==> src/rtl/keypad_scan_ctrl.sv <==
// Keypad scan controller: steps a 4-column keypad through an external column
// shift register, samples the synchronised rows, debounces a single key press
// and release, and hands the accepted key to a consumer through a
// valid/acknowledge pair. One key at a time; other rows are ignored while a
// key is being tracked.
module keypad_scan_ctrl #(
    parameter int DWELL    = 4,   // cycles a column is held before rows are sampled (3..15)
    parameter int DEBOUNCE = 8    // consecutive stable samples for press and release (2..255)
) (
    input  logic       slow_clk,
    input  logic       rst,
    input  logic       enable,
    input  logic [3:0] row_in,
    input  logic [1:0] column_index,
    output logic       scan_en,
    output logic [3:0] key_code,
    output logic       key_valid,
    input  logic       key_ack,
    output logic       key_pressed
);

    typedef enum logic [2:0] {
        S_SETTLE,
        S_STEP,
        S_DEBOUNCE,
        S_VALID,
        S_RELEASE
    } state_t;

    localparam logic [7:0] DWELL_LAST = 8'(DWELL - 1);
    localparam logic [7:0] DEB_LAST   = 8'(DEBOUNCE - 1);

    state_t     state_q;
    logic [7:0] cnt_q;
    logic [3:0] row_meta_q;
    logic [3:0] row_s_q;
    logic [1:0] row_idx_q;
    logic [1:0] col_q;
    logic       scan_en_q;
    logic [3:0] key_code_q;
    logic       key_valid_q;
    logic       key_pressed_q;

    logic [1:0] row_idx_d;
    logic [7:0] cnt_inc_d;
    logic       row_hit_d;

    // Two-flop synchroniser; the raw rows are asynchronous to the scan clock.
    always_ff @(posedge slow_clk or posedge rst) begin
        if (rst) begin
            row_meta_q <= 4'h0;
            row_s_q    <= 4'h0;
        end else begin
            row_meta_q <= row_in;
            row_s_q    <= row_meta_q;
        end
    end

    // Lowest active row index, saturating counter increment, captured-row sample.
    always_comb begin
        row_idx_d = 2'd0;
        for (int i = 3; i >= 0; i--) begin
            if (row_s_q[i]) row_idx_d = 2'(i);
        end
        cnt_inc_d = (cnt_q == 8'hFF) ? cnt_q : cnt_q + 8'd1;
        row_hit_d = row_s_q[row_idx_q];
    end

    // Scan / debounce / hand-off FSM with registered outputs.
    always_ff @(posedge slow_clk or posedge rst) begin
        if (rst) begin
            state_q       <= S_SETTLE;
            cnt_q         <= 8'd0;
            row_idx_q     <= 2'd0;
            col_q         <= 2'd0;
            scan_en_q     <= 1'b0;
            key_code_q    <= 4'h0;
            key_valid_q   <= 1'b0;
            key_pressed_q <= 1'b0;
        end else begin
            case (state_q)
                S_SETTLE: begin
                    scan_en_q <= 1'b0;
                    if (enable) begin
                        if (cnt_q == DWELL_LAST) begin
                            cnt_q <= 8'd0;
                            if (row_s_q == 4'h0) begin
                                state_q   <= S_STEP;
                                scan_en_q <= 1'b1;
                            end else begin
                                row_idx_q     <= row_idx_d;
                                col_q         <= column_index;
                                key_pressed_q <= 1'b1;
                                state_q       <= S_DEBOUNCE;
                            end
                        end else begin
                            cnt_q <= cnt_inc_d;
                        end
                    end
                end
                S_STEP: begin
                    scan_en_q <= 1'b0;
                    cnt_q     <= 8'd0;
                    state_q   <= S_SETTLE;
                end
                S_DEBOUNCE: begin
                    if (row_hit_d) begin
                        if (cnt_q == DEB_LAST) begin
                            key_code_q  <= {row_idx_q, col_q};
                            key_valid_q <= 1'b1;
                            state_q     <= S_VALID;
                        end else begin
                            cnt_q <= cnt_inc_d;
                        end
                    end else begin
                        // bounce: give up on this key and move to the next column
                        key_pressed_q <= 1'b0;
                        cnt_q         <= 8'd0;
                        scan_en_q     <= 1'b1;
                        state_q       <= S_STEP;
                    end
                end
                S_VALID: begin
                    if (key_ack) begin
                        key_valid_q <= 1'b0;
                        cnt_q       <= 8'd0;
                        state_q     <= S_RELEASE;
                    end
                end
                S_RELEASE: begin
                    if (!row_hit_d) begin
                        if (cnt_q == DEB_LAST) begin
                            key_pressed_q <= 1'b0;
                            cnt_q         <= 8'd0;
                            scan_en_q     <= 1'b1;
                            state_q       <= S_STEP;
                        end else begin
                            cnt_q <= cnt_inc_d;
                        end
                    end else begin
                        cnt_q <= 8'd0;
                    end
                end
                default: begin
                    scan_en_q <= 1'b0;
                    cnt_q     <= 8'd0;
                    state_q   <= S_SETTLE;
                end
            endcase
        end
    end

    assign scan_en     = scan_en_q;
    assign key_code    = key_code_q;
    assign key_valid   = key_valid_q;
    assign key_pressed = key_pressed_q;

endmodule

==> config.mk <==
export PLATFORM = sky130hd
export DESIGN_NAME = keypad_scan_ctrl
export DESIGN_NICKNAME = d
export VERILOG_FILES = /design/src/rtl/keypad_scan_ctrl.sv
export SDC_FILE = /design/constraint.sdc
export NUM_CORES = 1
export LEC_CHECK = 0
export ABC_CLOCK_PERIOD_IN_PS = 7300
export CAP_MARGIN = 15
export CORE_MARGIN = 3
export CORE_UTILIZATION = 35
export DETAILED_ROUTE_END_ITERATION = 12
export PLACE_DENSITY = 0.5
export SLEW_MARGIN = 10
export SYNTH_ARGS = -nofsm -noshare
export SYNTH_HDL_FRONTEND = slang
export SYNTH_SLANG_ARGS = --single-unit
==> constraint.sdc <==
create_clock -name slow_clk -period 7.3 [get_ports slow_clk]
set_clock_uncertainty 0.1 [all_clocks]
set_input_delay 1.46 -clock slow_clk [delete_from_list [all_inputs] [get_ports slow_clk]]
set_output_delay 1.46 -clock slow_clk [all_outputs]
set_load 0.02 [all_outputs]
Word level (Yosys, flattened, before mapping)
Index checks and enable logic that the tools add are counted.
{"block": "totals", "register_bits": 30, "input_bits": 10, "out_inout_bits": 7, "wordCells": 83}
{"block": "classes", "n_addsub": 1, "n_lt_le_gt_ge": 1, "n_eq_ne": 17, "mux": 41, "bitwise_logic": 2, "reduce_logical": 11}
{"operator": "two-way mux 8 bit", "n": 8}
{"operator": "one-hot mux 8 bit (4 select lines)", "n": 1}
{"operator": "two-way mux 3 bit", "n": 7}
{"operator": "inequality test 2 bit (second input constant)", "n": 9}
{"operator": "two-way mux 1 bit", "n": 15}
{"operator": "one-hot mux 3 bit (4 select lines)", "n": 1}
{"operator": "AND reduction 4 bit", "n": 3}
{"operator": "two-way mux 2 bit", "n": 5}
{"operator": "adder 8 x 1 -> 8 bit (second input constant)", "n": 1}
{"operator": "== test 8 x 2 -> 1 bit (second input constant)", "n": 1}
{"operator": "== test 8 x 3 -> 1 bit (second input constant)", "n": 1}
{"operator": "== test 8 bit (second input constant)", "n": 1}
{"operator": "AND reduction 7 bit", "n": 1}
{"operator": "== test 3 x 2 -> 1 bit (second input constant)", "n": 2}
{"operator": "inequality test 3 bit (second input constant)", "n": 2}
{"operator": "AND reduction 3 bit", "n": 2}
{"operator": "AND reduction 6 bit", "n": 1}
{"operator": "logical NOT 4 bit", "n": 1}
{"operator": "one-hot mux 1 bit (4 select lines)", "n": 1}
{"operator": "== test 3 bit (second input constant)", "n": 1}
{"operator": "logical NOT 3 bit", "n": 1}
{"operator": "< comparator 2 x 3 -> 1 bit (second input constant)", "n": 1}
{"operator": "one-hot mux 1 bit (3 select lines)", "n": 1}
{"operator": "nonzero test 3 bit", "n": 1}
{"operator": "other kinds (4)", "n": 5}

Logic depth before layout (Yosys ltp)
Gate-level depths: netlist (run 1).
{"block": "depth", "ltp_word": 5, "ltp_mapped": 7, "depth_no_buf": 6}

Worst setup path after synthesis (run 1)
Ideal clock, no wire load.
{"block": "synth_timing", "kind": "in2reg", "startpoint": "input enable", "endpoint": "register state_q[0]", "setup_time_ps": 118, "arrival_ps": 2698, "required_time_ps": 7082, "slack_ps": 4383, "path_stages": 5, "n_path_buf": 0, "cell_sequence": "and3b_1 nor4b_1 a2111oi_0 nor2_1 a21o_1"}
{"block": "synth_between", "elab_chain_cells": 2}
{"item": "start, declared", "line_no": "12", "text": "input logic enable,"}
{"item": "inequality test 2 bit (no line)"}
{"item": "AND reduction 6 bit (no line)"}
{"item": "end signal, assigned", "line_no": "72", "text": "state_q <= S_SETTLE;"}
{"item": "end signal, assigned", "line_no": "88", "text": "state_q <= S_STEP;"}
{"item": "end signal, assigned", "line_no": "94", "text": "state_q <= S_DEBOUNCE;"}
{"item": "end, declared", "line_no": "33", "text": "state_t state_q;"}
Every way passes these cells.
A chain may end at the register's enable or synchronous reset.

Worst setup path in the final report (run 1)
Ends and elaborated chain as after synthesis.

==> results of run 1 <==
==> cells in the final DEF (no fill, tap or decap), types with 2 or more instances in the layout <==
| master | Yosys | final |
|---|---|---|
| or4_1 | 2 | 2 |
| inv_1 | 5 | 5 |
| o22ai_1 | 2 | 2 |
| o211ai_1 | 2 | 2 |
| o21a_1 | 2 | 2 |
| o2bb2ai_1 | 2 | 2 |
| or3_1 | 2 | 2 |
| mux2_2 | 6 | 6 |
| and2_1 | 2 | 2 |
| clkdlybuf4s50_1 | 0 | 16 |
| o21ai_0 | 6 | 6 |
| nor2_1 | 9 | 9 |
| dfrtp_1 | 30 | 30 |
| nand3_1 | 5 | 5 |
| o31ai_1 | 5 | 5 |
| nand2b_1 | 5 | 5 |
| a21oi_1 | 9 | 9 |
| nor3_1 | 2 | 2 |
| clkbuf_8 | 0 | 6 |
| nand2_1 | 11 | 11 |
==> cell type report <==
cell class	instances	area (sq um)
Multi-Input combinational cell	95	623
Inverter	5	18.8
Timing Repair Buffer	17	168
Fill cell	353	2060
Tap cell	48	60.1
Clock inverter	2	12.5
Sequential cell	30	751
Clock buffer	6	82.6
==> critical path, delay by kind of cell <==
kind	cells	cell delay, ps
compound gates	2	1020
buf+inv	1	410
simple gates	3	430
==> power by group through the flow <==
stage / clock (W) / combinational, W / sequential [W]
after floorplan: 0 / 0.000139 / 0.000234
after global placement: 0 / 0.000190 / 0.000238
after detailed placement: 0 / 0.000192 / 0.000238
after CTS: 0.000143 / 0.000193 / 0.000235
after global routing: 0.000151 / 0.000216 / 0.000243
final: 0.000140 / 0.000192 / 0.000236
==> routing by layer <==
| metal | global-route usage [%] | vias to the layer above | routed length (microns) |
|---|---|---|---|
| met2 | 21.3 | 28 | 1490 |
| met5 | 0 | - | 0 |
| met3 | 4.78 | 6 | 153 |
| met1 | 19.1 | 528 | 1450 |
| li1 | - | 541 | - |
| met4 | 5.21 | 0 | 50 |
==> path summary, 6_finish.rpt <==
check,to,slack (ps),cells after the start,startpoint
hold / removal,row_s_q[3],250,0,row_meta_q[3]
min in group asynchronous,cnt_q[1],1350,2,rst
setup / recovery,state_q[0],4070,6,enable
hold reg to reg,row_s_q[3],250,0,row_meta_q[3]
setup reg to reg,cnt_q[1],4690,5,cnt_q[3]
max in group asynchronous,col_q[0],5130,3,rst
==> state kept, by name, indices dropped and copies added, names as in the netlist <==
name	cells
row_meta_q	4
key_code	4
scan_en	1
key_pressed	1
state_q	3
cnt_q	8
col_q	2
row_idx_q	2
key_valid	1
row_s_q	4
==> kinds of logic (layout without fill, tap and decap cells) <==
| kind of cell | count (synthesis) | after routing |
|---|---|---|
| flip-flops | 30 | 30 |
| buffers and inverters | 9 | 30 |
| multiplexers | 7 | 7 |
| adder cells (fa/ha/maj) | 1 | 1 |
| AND/OR/NAND/NOR | 47 | 47 |
| AO/OA/AOI/OAI | 40 | 40 |
==> stage by stage <==
step                      util [%]  setup slack, ps  std cells  hold WS [ps]  cell area [sq um]
after floorplan                  -             4380        134           231               1410
after global placement        43.0             3840        195           235               1620
after detailed placement      43.0             3780        195           240               1620
after CTS                     45.5             4070        203           255               1720
after global routing          45.5             3880        203           257               1720
final                         45.5             4070        203           250               1720
==> impl_metrics.env, run 1 <==
export IMPL_drt_antenna_violating_nets=0
export IMPL_rsz0062_at_grt="false"
export IMPL_wl_per_cell_microns=15.5
export IMPL_numCtsBuffers=5
export IMPL_comb_power_share_pct=33.9
export IMPL_run_status="completed"
export IMPL_clk_pin_slew_ps=70
export IMPL_clk_root_buffer_cell="clkbuf_8"
export IMPL_yosysSeqAreaShare_pct=53.2
export IMPL_row_count=22
export IMPL_portBuffers=16
export IMPL_avgSynthCellArea_sq_um=10.5
export IMPL_clock_sinks=30
export IMPL_synth_compound_area_share_pct=19.5
export IMPL_path_cells="clkdlybuf4s50_1, and3b_1, nor4b_1, a2111oi_0, nor2_1, a21o_1"
export IMPL_crit_slowest_cell="a2111oi_0"
export IMPL_area_growth_pct=21.7
export IMPL_pwr_share_clk_pct=24.6
export IMPL_synth_mux_area_share_pct=6.39
export IMPL_grt_overflow_total=0
export IMPL_grt_pass1_wl_mm=5.42
export IMPL_ir_drop_v=0.000151
export IMPL_crit_path_max_fanout=4
export IMPL_yosys_warnings=0
export IMPL_synth_xor_area_share_pct=0
export IMPL_grt_pass1_vias=1089
export IMPL_timing_final_crit_period_ps=3230
export IMPL_ys_types=43
export IMPL_yosys_top_cells_area="dfrtp_1, mux2_2, a21oi_1"
export IMPL_via_per_inst=5.43
export IMPL_total_power_w=0.000567
export IMPL_path_class="input port to flip-flop"
export IMPL_ios=17
export IMPL_synth_seq_cells=30
export IMPL_synth_ff_type="dfrtp_1"
export IMPL_yosysTopAreaCellShare_pct=53.2
export IMPL_clk_latency_ps=280
export IMPL_arrival_ps=3310
export IMPL_synth_adder_area_share_pct=0.887
export IMPL_drive_gt1_share_pct=12.3
export IMPL_synth_top_family_by_area="compound AO/OA/AOI/OAI gates"
export IMPL_sw_frac_of_total_pct=36.4
export IMPL_cts_tree="done"
export IMPL_drc=0
export IMPL_core_area_sq_um=3770
export IMPL_worstMarginPinSlew_ps=920
export IMPL_die_area_sq_um=4830
export IMPL_synth_largest_area_cell="dfrtp_1"
export IMPL_maxCapViolCount=0
export IMPL_die_height_microns=69.5
export IMPL_p_leak_nw=0.727
export IMPL_synth_edf_count=0
export IMPL_cp_end_kind="flip-flop"
export IMPL_grt_max_degree=23
export IMPL_switchingPower_w=0.000207
export IMPL_ctsResizeCount=0
export IMPL_drt_initial_drc_count=86
export IMPL_firstDrtPassIters=4
export IMPL_synth_area_sq_um=1410
export IMPL_grt_usage_pct=14.2
export IMPL_powerDensity_nw_per_um2=331
export IMPL_setup_viol_count_final=0
export IMPL_yosys_area_share_simple_pct=17.4
export IMPL_timing_fmax_mhz=310
export IMPL_cts_setup_buffers=0
export IMPL_vias=1103
export IMPL_internal_power_w=0.000361
export IMPL_place_congestion=0.776
export IMPL_cts_htree_levels=2
export IMPL_nNetsFinal=165
export IMPL_initial_core_util_pct=37.4
export IMPL_antenna_found_initial=0
export IMPL_synthCells=134
export IMPL_clk_path_buf_depth=2
export IMPL_seq_power_share_pct=41.5
export IMPL_fin_crit_sh_pct=44.2
export IMPL_hpwl_mm=2.28
export IMPL_cp_required_ps=7380
export IMPL_cp_slowest_stage_delay_ps=810
export IMPL_yosys_cell_count_top_type="dfrtp_1"
export IMPL_fin_setup_tns_ps=0
export IMPL_hold_viol=0
export IMPL_maxSlewHeadroom_pct=37.1
export IMPL_drv_slew=0
export IMPL_netlist_top_cells_count="dfrtp_1, nand2_1, a21oi_1, nor2_1"
export IMPL_ys_async_sr_fraction_pct=100
export IMPL_die_width_microns=69.5
export IMPL_hold_path_class="flip-flop to flip-flop"
export IMPL_hold_buffers=0
export IMPL_startpoint_type="input port"
export IMPL_synth_fp_nets=145
export IMPL_wl_mm=3.14
export IMPL_n_antenna_cell=0
No activity file was read; power rests on OpenSTA's default activity.
==> run 2: changes to the inputs <==
--- a/config.mk
+++ b/config.mk
@@ -5,12 +5,12 @@
 export SDC_FILE = /design/constraint.sdc
 export NUM_CORES = 1
 export LEC_CHECK = 0
-export ABC_CLOCK_PERIOD_IN_PS = 7300
+export ABC_CLOCK_PERIOD_IN_PS = 2950
 export CAP_MARGIN = 15
 export CORE_MARGIN = 3
 export CORE_UTILIZATION = 35
 export DETAILED_ROUTE_END_ITERATION = 12
-export PLACE_DENSITY = 0.5
+export PLACE_DENSITY = 0.52
 export SLEW_MARGIN = 10
 export SYNTH_ARGS = -nofsm -noshare
 export SYNTH_HDL_FRONTEND = slang
==> constraint.sdc (replaced) <==
create_clock -name slow_clk -period 2.95 [get_ports slow_clk]
set_clock_uncertainty 0.1 [all_clocks]
set_input_delay 0.59 -clock slow_clk [delete_from_list [all_inputs] [get_ports slow_clk]]
set_output_delay 0.59 -clock slow_clk [all_outputs]
set_load 0.02 [all_outputs]
==> run 2 against run 1 <==
Die area unchanged. Wire length decreased by 8.1%. Global-route usage decreased by 1.1 points. Via count decreased by 0.73%. First-iteration DRC count increased by 14%. Largest cell class unchanged. Combinational power increased to 2.5 times the previous value.
==> impl_metrics.env, run 2 (synthesized netlist as in run 1, its figures left out) <==
export IMPL_place_area_sq_um=1640
export IMPL_core_area_sq_um=3770
export IMPL_via_per_inst=5.37
export IMPL_vias=1095
export IMPL_cts_tree="done"
export IMPL_wl_mm=2.89
export IMPL_clk_latency_ps=270
export IMPL_top_register="cnt_q"
export IMPL_firstDrtPassIters=4
export IMPL_register_area_sq_um=751
export IMPL_final_cell_mix="dfrtp_1, clkdlybuf4s50_1, nand2_1"
export IMPL_maxCapViolCount=0
export IMPL_final_common_cell="dfrtp_1"
export IMPL_cp_required_ps=3000
export IMPL_grt_overflow_total=0
export IMPL_n_antenna_cell=0
export IMPL_startpoint_type="flip-flop"
export IMPL_fill_cells=340
export IMPL_crit_slowest_cell="or4_1"
export IMPL_row_count=22
export IMPL_rr_worst_depth=5
export IMPL_path_cells="or4_1, or3_1, a311o_1, a211o_1, o2bb2ai_1"
export IMPL_wl_per_cell_microns=14.2
export IMPL_clock_sinks=30
export IMPL_area_growth_pct=24.0
export IMPL_min_path_cells=0
export IMPL_rsz0062_at_grt="false"
export IMPL_place_congestion=0.818
export IMPL_hpwl_mm=2.13
export IMPL_ios=17
export IMPL_fin_area_sq_um=1750
export IMPL_grt_usage_pct=13.1
export IMPL_portBuffers=16
export IMPL_hold_path_class="flip-flop to flip-flop"
export IMPL_powerDensity_nw_per_um2=844
export IMPL_maxSlewHeadroom_pct=65.5
export IMPL_cts_setup_buffers=0
export IMPL_timing_fmax_mhz=388
export IMPL_clk_path_buf_depth=2
export IMPL_hold_viol=0
export IMPL_die_width_microns=69.5
export IMPL_ir_drop_v=0.000316
export IMPL_dp_cells=197
export IMPL_fin_setup_tns_ps=0
export IMPL_p_leak_nw=0.747
export IMPL_drt_initial_drc_count=98
export IMPL_multi_input_area_sq_um=623
export IMPL_finalNonFillerCells=204
export IMPL_ctsResizeCount=0
export IMPL_crit_path_max_fanout=8
export IMPL_die_area_sq_um=4830
export IMPL_arrival_ps=2630
export IMPL_timing_final_crit_period_ps=2570
export IMPL_largest_reg_flops=8
export IMPL_worstMarginPinSlew_ps=517
export IMPL_clk_root_buffer_cell="clkbuf_8"
export IMPL_drive_gt1_share_pct=12.8
export IMPL_drv_slew=0
export IMPL_cp_slowest_stage_delay_ps=620
export IMPL_nNetsFinal=167
export IMPL_initial_core_util_pct=37.4
export IMPL_path_class="flip-flop to flip-flop"
export IMPL_setup_viol_count_final=0
export IMPL_run_status="completed"
export IMPL_cp_end_kind="flip-flop"
export IMPL_antenna_found_initial=0
export IMPL_drc=0
export IMPL_die_height_microns=69.5
export IMPL_numCtsBuffers=5
export IMPL_grt_pass1_vias=1050
export IMPL_cts_htree_levels=2
export IMPL_grt_max_degree=31
export IMPL_drt_antenna_violating_nets=0
export IMPL_hold_buffers=0
export IMPL_clk_pin_slew_ps=60
export IMPL_grt_pass1_wl_mm=4.99
export IMPL_fin_crit_sh_pct=87.3
==> run 2: metrics by stage <==
| stage | util [%] | power, W | worst slack [ps] | hold WS [ps] |
|---|---|---|---|---|
| 6_report | 46.4 | 0.00148 | 375 | 248 |
| 5_1_grt | 46.4 | 0.00158 | 221 | 259 |
| 4_1_cts | 46.4 | 0.00149 | 386 | 251 |
| 3_5_place_dp | 43.4 | 0.00107 | 393 | 236 |
| 3_3_place_gp | 43.4 | 0.00106 | 445 | 232 |
| 2_1_floorplan | - | 0.000923 | 526 | 231 |
==> run 2: area by class of cell <==
cell class,instances,area share [%]
clock buffer,6,4.72
clock inverter,1,1.72
inverter,5,1.07
multi-input combinational,95,35.6
sequential,30,42.9
tap,48,3.44
timing repair buffer,19,10.5
==> run 2: metal layers <==
layer	part of all wire, %	wire length (microns)	global-route usage, %
met1	48	1370	17.8
met2	48	1380	19.3
met3	3.7	107	4.49
met4	0.93	27	4.56
met5	0	0	0
==> run 2: worst max-delay path: cells and delay by family, from the launching register on <==
kind	cells	cell delay, ps
flops	1	440
compound gates	3	910
simple gates	2	1010
==> run 2: worst paths after layout <==
kind / startpoint / to / slack, ps
worst max-delay path: cnt_q[3] / cnt_q[1] / 380
worst min-delay path: row_meta_q[2] / row_s_q[2] / 250
worst max register to register: cnt_q[3] / cnt_q[1] / 380
worst min register to register: row_meta_q[2] / row_s_q[2] / 250
max in group asynchronous: rst / cnt_q[1] / 1890
min in group asynchronous: rst / cnt_q[4] / 580
==> run 2: power by group <==
part           leakage (nW)  internal (W)  total, W  switching [W]
clock network        0.0573      0.000270  0.000409       0.000139
logic                 0.303      0.000222  0.000481       0.000259
registers             0.387      0.000494  0.000586      0.0000924
